File: src/rtl/ext_arbiter.sv
// ext_arbiter
//   Shares one 16-to-32-bit extension/shift unit between two requesters:
//   port 0 (decode immediate path) and port 1 (load-data path for lb/lbu/lh/lhu).
//   Arbitrates with valid/ready, registers the extended result and presents it
//   on one output channel tagged with the source port.
//
// Parameters
//   RR_EN     1 = round-robin between the ports, 0 = fixed priority (port 0 wins)
//
// Ports
//   clk, rst                  clock (rising edge), synchronous active-high reset
//   r0_valid/mode/data/ready  port 0 request channel
//   r1_valid/mode/data/ready  port 1 request channel
//   o_valid/data/src/err      registered result channel
//   o_ready                   consumer accepts the result
//
// Mode encoding (d = operand)
//   000 sign16  001 zero16  010 lui  011 branch (sign16 << 2)
//   100 sign8   101 zero8   110/111 illegal -> 32'h0 with o_err set
module ext_arbiter #(
    parameter bit RR_EN = 1'b1
) (
    input  logic        clk,
    input  logic        rst,

    input  logic        r0_valid,
    input  logic [2:0]  r0_mode,
    input  logic [15:0] r0_data,
    output logic        r0_ready,

    input  logic        r1_valid,
    input  logic [2:0]  r1_mode,
    input  logic [15:0] r1_data,
    output logic        r1_ready,

    output logic        o_valid,
    output logic [31:0] o_data,
    output logic        o_src,
    output logic        o_err,
    input  logic        o_ready
);

    // Extension modes
    localparam logic [2:0] ModeSign16 = 3'b000;
    localparam logic [2:0] ModeZero16 = 3'b001;
    localparam logic [2:0] ModeLui    = 3'b010;
    localparam logic [2:0] ModeBranch = 3'b011;
    localparam logic [2:0] ModeSign8  = 3'b100;
    localparam logic [2:0] ModeZero8  = 3'b101;

    // Output register and arbitration pointer
    logic        r_valid;
    logic [31:0] r_data;
    logic        r_src;
    logic        r_err;
    logic        r_last_grant;

    // Combinational arbitration / datapath
    logic        w_can_accept;
    logic        w_any_valid;
    logic        w_grant;
    logic        w_accept;
    logic [2:0]  w_sel_mode;
    logic [15:0] w_sel_data;
    logic [31:0] w_ext_data;
    logic        w_ext_err;

    // Output register is free when empty or being drained this cycle.
    assign w_can_accept = !r_valid || o_ready;
    assign w_any_valid  = r0_valid || r1_valid;

    // Grant selection. With both ports valid, round-robin picks the port that
    // did not win last time; fixed priority always picks port 0.
    always_comb begin
        w_grant = 1'b0;
        if (r0_valid && r1_valid) begin
            if (RR_EN) begin
                w_grant = ~r_last_grant;
            end else begin
                w_grant = 1'b0;
            end
        end else if (r1_valid) begin
            w_grant = 1'b1;
        end else begin
            w_grant = 1'b0;
        end
    end

    assign r0_ready = w_can_accept && w_any_valid && (w_grant == 1'b0);
    assign r1_ready = w_can_accept && w_any_valid && (w_grant == 1'b1);
    assign w_accept = r0_ready || r1_ready;

    // Operand mux for the shared extension unit
    always_comb begin
        w_sel_mode = r0_mode;
        w_sel_data = r0_data;
        if (w_grant) begin
            w_sel_mode = r1_mode;
            w_sel_data = r1_data;
        end
    end

    // Shared extension/shift unit
    always_comb begin
        w_ext_data = 32'h0;
        w_ext_err  = 1'b0;
        case (w_sel_mode)
            ModeSign16: w_ext_data = {{16{w_sel_data[15]}}, w_sel_data};
            ModeZero16: w_ext_data = {16'b0, w_sel_data};
            ModeLui:    w_ext_data = {w_sel_data, 16'b0};
            ModeBranch: w_ext_data = {{14{w_sel_data[15]}}, w_sel_data, 2'b00};
            ModeSign8:  w_ext_data = {{24{w_sel_data[7]}}, w_sel_data[7:0]};
            ModeZero8:  w_ext_data = {24'b0, w_sel_data[7:0]};
            default: begin
                w_ext_data = 32'h0;
                w_ext_err  = 1'b1;
            end
        endcase
    end

    // Output register. An accept in the same cycle as a consume simply
    // overwrites the old result, giving one result per cycle.
    always_ff @(posedge clk) begin
        if (rst) begin
            r_valid      <= 1'b0;
            r_data       <= 32'h0;
            r_src        <= 1'b0;
            r_err        <= 1'b0;
            r_last_grant <= 1'b1;  // port 0 wins the first contest
        end else if (w_accept) begin
            r_valid      <= 1'b1;
            r_data       <= w_ext_data;
            r_src        <= w_grant;
            r_err        <= w_ext_err;
            r_last_grant <= w_grant;
        end else if (o_ready) begin
            // Consumed with nothing new: drop valid, keep the payload.
            r_valid <= 1'b0;
        end
    end

    assign o_valid = r_valid;
    assign o_data  = r_data;
    assign o_src   = r_src;
    assign o_err   = r_err;

endmodule

File: config.mk
export PLATFORM = sky130hd
export DESIGN_NAME = ext_arbiter
export DESIGN_NICKNAME = d
export VERILOG_FILES = /design/src/rtl/ext_arbiter.sv
export SDC_FILE = /design/constraint.sdc
export NUM_CORES = 1
export LEC_CHECK = 0
export CAP_MARGIN = 20
export CELL_PAD_IN_SITES_DETAIL_PLACEMENT = 1
export CELL_PAD_IN_SITES_GLOBAL_PLACEMENT = 2
export CORE_UTILIZATION = 25
export DETAILED_ROUTE_END_ITERATION = 12
export PLACE_DENSITY_LB_ADDON = 0.1
export SYNTH_ARGS = -nofsm -noshare
export SYNTH_HDL_FRONTEND = slang
export SYNTH_SLANG_ARGS = --single-unit
File: constraint.sdc
create_clock -name clk -period 2.21 [get_ports clk]
set_clock_uncertainty 0.15 [all_clocks]
set_input_delay 0.442 -clock clk [delete_from_list [all_inputs] [get_ports clk]]
set_output_delay 0.442 -clock clk [all_outputs]
set_load 0.05 [all_outputs]
==> flow_summary_export.csv <==
group,metric,value,unit
route,drc,0,
cts,cts.path.max_buffers,2,
final_layout,fin_cells,474,
route,drt_pass1_iterations,4,
sta,relSlewSlack,0.656,
logic_synthesis,synth_top_area_cell,"dfxtp_1",
cts,clkLatencyLatePin,290,ps
setup_path,start_kind,"input port",
cts,htreeDepth,2,
setup_path,critical_path_class,"input port to flip-flop",
route,post_drt_wl_per_cell,17.0,um
power,cellLeakagePower,1.39,nW
final_layout,final_nets,411,
setup_path,worstPathCellList,"clkdlybuf4s50_1 > mux2_4 > a211oi_4 > buf_12 > o211ai_1 > a22o_1",
route,via_per_inst,4.93,
cts,cts.sinks,36,
worst_hold_path,holdPathEnd,"o_data[3]$_SDFFE_PP0P_",
logic_synthesis,syn-num-nets,297,
global_routing,grt_pass1_wl,12900,um
placement,dp.cells,465,
cts,root_buffer,"clkbuf_8",
global_routing,grt_max_degree,23,
floorplanning,start_util,0.261,
setup_path,crit_path_end_kind,"flip-flop",
final_layout,drive_gt1_frac,0.198,
logic_synthesis,syn_area,2160,sq um
logic_synthesis,syn_avg_cell_area,8.52,sq um
logic_synthesis,ys_ff_latch,36,
job,cap_violations,0,
route,dr.first_iter.drc_count,78,
setup_path,max_stage_delay,570,ps
setup_path,r2r_slack,430,ps
sta,fin_hold_ws,315,ps
worst_hold_path,hold_path_class,"flip-flop to flip-flop",
power,peakVddDrop,0.000243,V
placement,dpl.hpwl,6280,um
sta,finalHoldViolations,0,
logic_synthesis,synth_cell_types,46,
final_layout,syn2layout_area_growth,61.3,%
worst_hold_path,min_from,"o_data[3]$_SDFFE_PP0P_",
sta,fin_crit_sh,0.970,
setup_path,r2r_cells,5,
logic_synthesis,synth-edff-count,0,
global_routing,antenna_found_initial,0,
final_layout,layout_common_cells,"clkdlybuf4s50_1, buf_4, nand2_1",
logic_synthesis,netlist.area_leader.share,0.333,
cts,ctsHoldBuffers,0,
sta,rsz0062_at_grt,"no",
cts,clk_pin_slew_worst_paths,80,ps
final_layout,nFillCells,1010,
setup_path,arrival,2170,ps
global_routing,grt_pass1_vias,2457,
placement,port_buffers,79,
floorplanning,coreArea,8300,sq um
floorplanning,die-area,9030,sq um
final_layout,layout_commonest_cell,"clkdlybuf4s50_1",
cts,cts_tree,"done",
placement,place_congestion,0.786,
setup_path,r2r-start,"r_last_grant$_SDFFE_PP1P_",
logic_synthesis,synthCells,254,
setup_path,cp.required,2240,ps
floorplanning,die_h,95.1,um
setup_path,slowest_stage,"clkdlybuf4s50_1",
cts,numCtsBuffers,5,
logic_synthesis,yosysWarnings,0,
logic_synthesis,synth_ff_type,"dfxtp_1",
route,routed_wl,8040,um
floorplanning,die_w,95.1,um
setup_path,r2r-end,"o_data[23]$_SDFFE_PP0P_",
route,vias,2336,
global_routing,overflow,0,
global_routing,grtUsageTotal,0.187,
setup_path,cp_max_fo,14,
outcome,status,"finished clean",
floorplanning,ios,80,
worst_hold_path,min_path_cells,2,
sta,setup_viol,0,
route,ant_nets,0,
placement,pre_cts_ws,-266,ps
logic_synthesis,synth_area_leaders,"dfxtp_1, nand2_1, a22o_1, mux2i_1, nor2_1",
power,powerDensity,611,nW/um^2
logic_synthesis,async_flop_share,0,
sta,slew_viol_final,0,
final_layout,antenna-diode-count,0,
sta,fmax,467,MHz
floorplanning,rows,33,
sta,min_period,2140,ps
sta,worst_pin_slew,514,ps
logic_synthesis,ys_seq_area_frac,0.333,
sta,setup_slack,66.6,ps
-- where the power goes --
group	switching (mW)	leakage, nW	internal [mW]
registers	0.0301	0.296	0.701
logic	0.453	1.04	0.352
clock network	0.262	0.0541	0.334
-- timing repair --
| action | 4_1_cts | 5_1_grt |
|---|---|---|
| endpoints found under the setup margin | 2 | 18 |
| buffers inserted | 0 | 1 |
| gates resized for setup | 2 | 3 |
| pin swaps | 0 | 1 |
| cloned | 0 | 0 |
-- layer usage --
metal  vias to the layer above  track usage  part of all wire
li1                       1165            -                 -
met1                      1116        0.258              0.49
met2                        53        0.309              0.47
met3                         2       0.0287             0.035
met4                         0       0.0379            0.0037
met5                         -            0                 0
-- per-stage QoR --
| stage | power, mW | TNS (ps) | util | instance area, sq um |
|---|---|---|---|---|
| 2_1_floorplan | 1.20 | 0 | - | 2160 |
| 6_report | 2.13 | 0 | 0.421 | 3490 |
| 3_5_place_dp | 1.54 | -5380 | 0.403 | 3350 |
| 5_1_grt | 2.24 | 0 | 0.421 | 3490 |
| 4_1_cts | 2.15 | 0 | 0.417 | 3460 |
| 3_3_place_gp | 1.54 | -4240 | 0.403 | 3350 |
-- area by class of cell --
cell class / count / area, sq um / area share
multi-input cells: 190 / 1290 / 0.370
repair buffers: 126 / 1200 / 0.345
flip-flops and latches: 36 / 721 / 0.206
well taps: 105 / 131 / 0.0376
clock buffers: 5 / 68.8 / 0.0197
clock inverters: 3 / 42.5 / 0.0122
inverters: 9 / 33.8 / 0.00968
-- registers in the layout (all words and copies together), names as in the netlist --
signal / cells
o_err: 1
o_data: 32
o_valid: 1
o_src: 1
r_last_grant: 1
-- worst max-delay path, delay by kind of cell --
| family | cells | cell delay (ps) |
|---|---|---|
| compound gates | 3 | 630 |
| buf+inv | 2 | 750 |
| mux | 1 | 350 |
-- worst max path at each step --
stage | startpoint | end | slack (ps)
after floorplan | r1_valid | r1_ready | 60
after global placement | r1_mode[2] | o_data[25]$_SDFFE_PP0P_ | -230
after detailed placement | r1_valid | o_data[15]$_SDFFE_PP0P_ | -270
after CTS | r1_valid | r1_ready | 20
after global routing | o_ready | r0_ready | 4
final | r1_mode[2] | o_data[25]$_SDFFE_PP0P_ | 70
-- kinds of logic after synthesis --
group | synth area share
and+or+nand+nor | 0.204
buffers and inverters | 0.0757
muxes | 0.0786
AOI/OAI and AO/OA | 0.309
DFF | 0.333
-- Yosys cell counts (8+ instances only) --
cell       n
nand2_1   39
dfxtp_1   36
nor2_1    23
a22o_1    14
o21ai_0   12
mux2i_1   11
nand3_1   10
inv_1      9
a22oi_1    8
a32o_1     8
clkbuf_1   8
(Power assumes the default switching activity.)
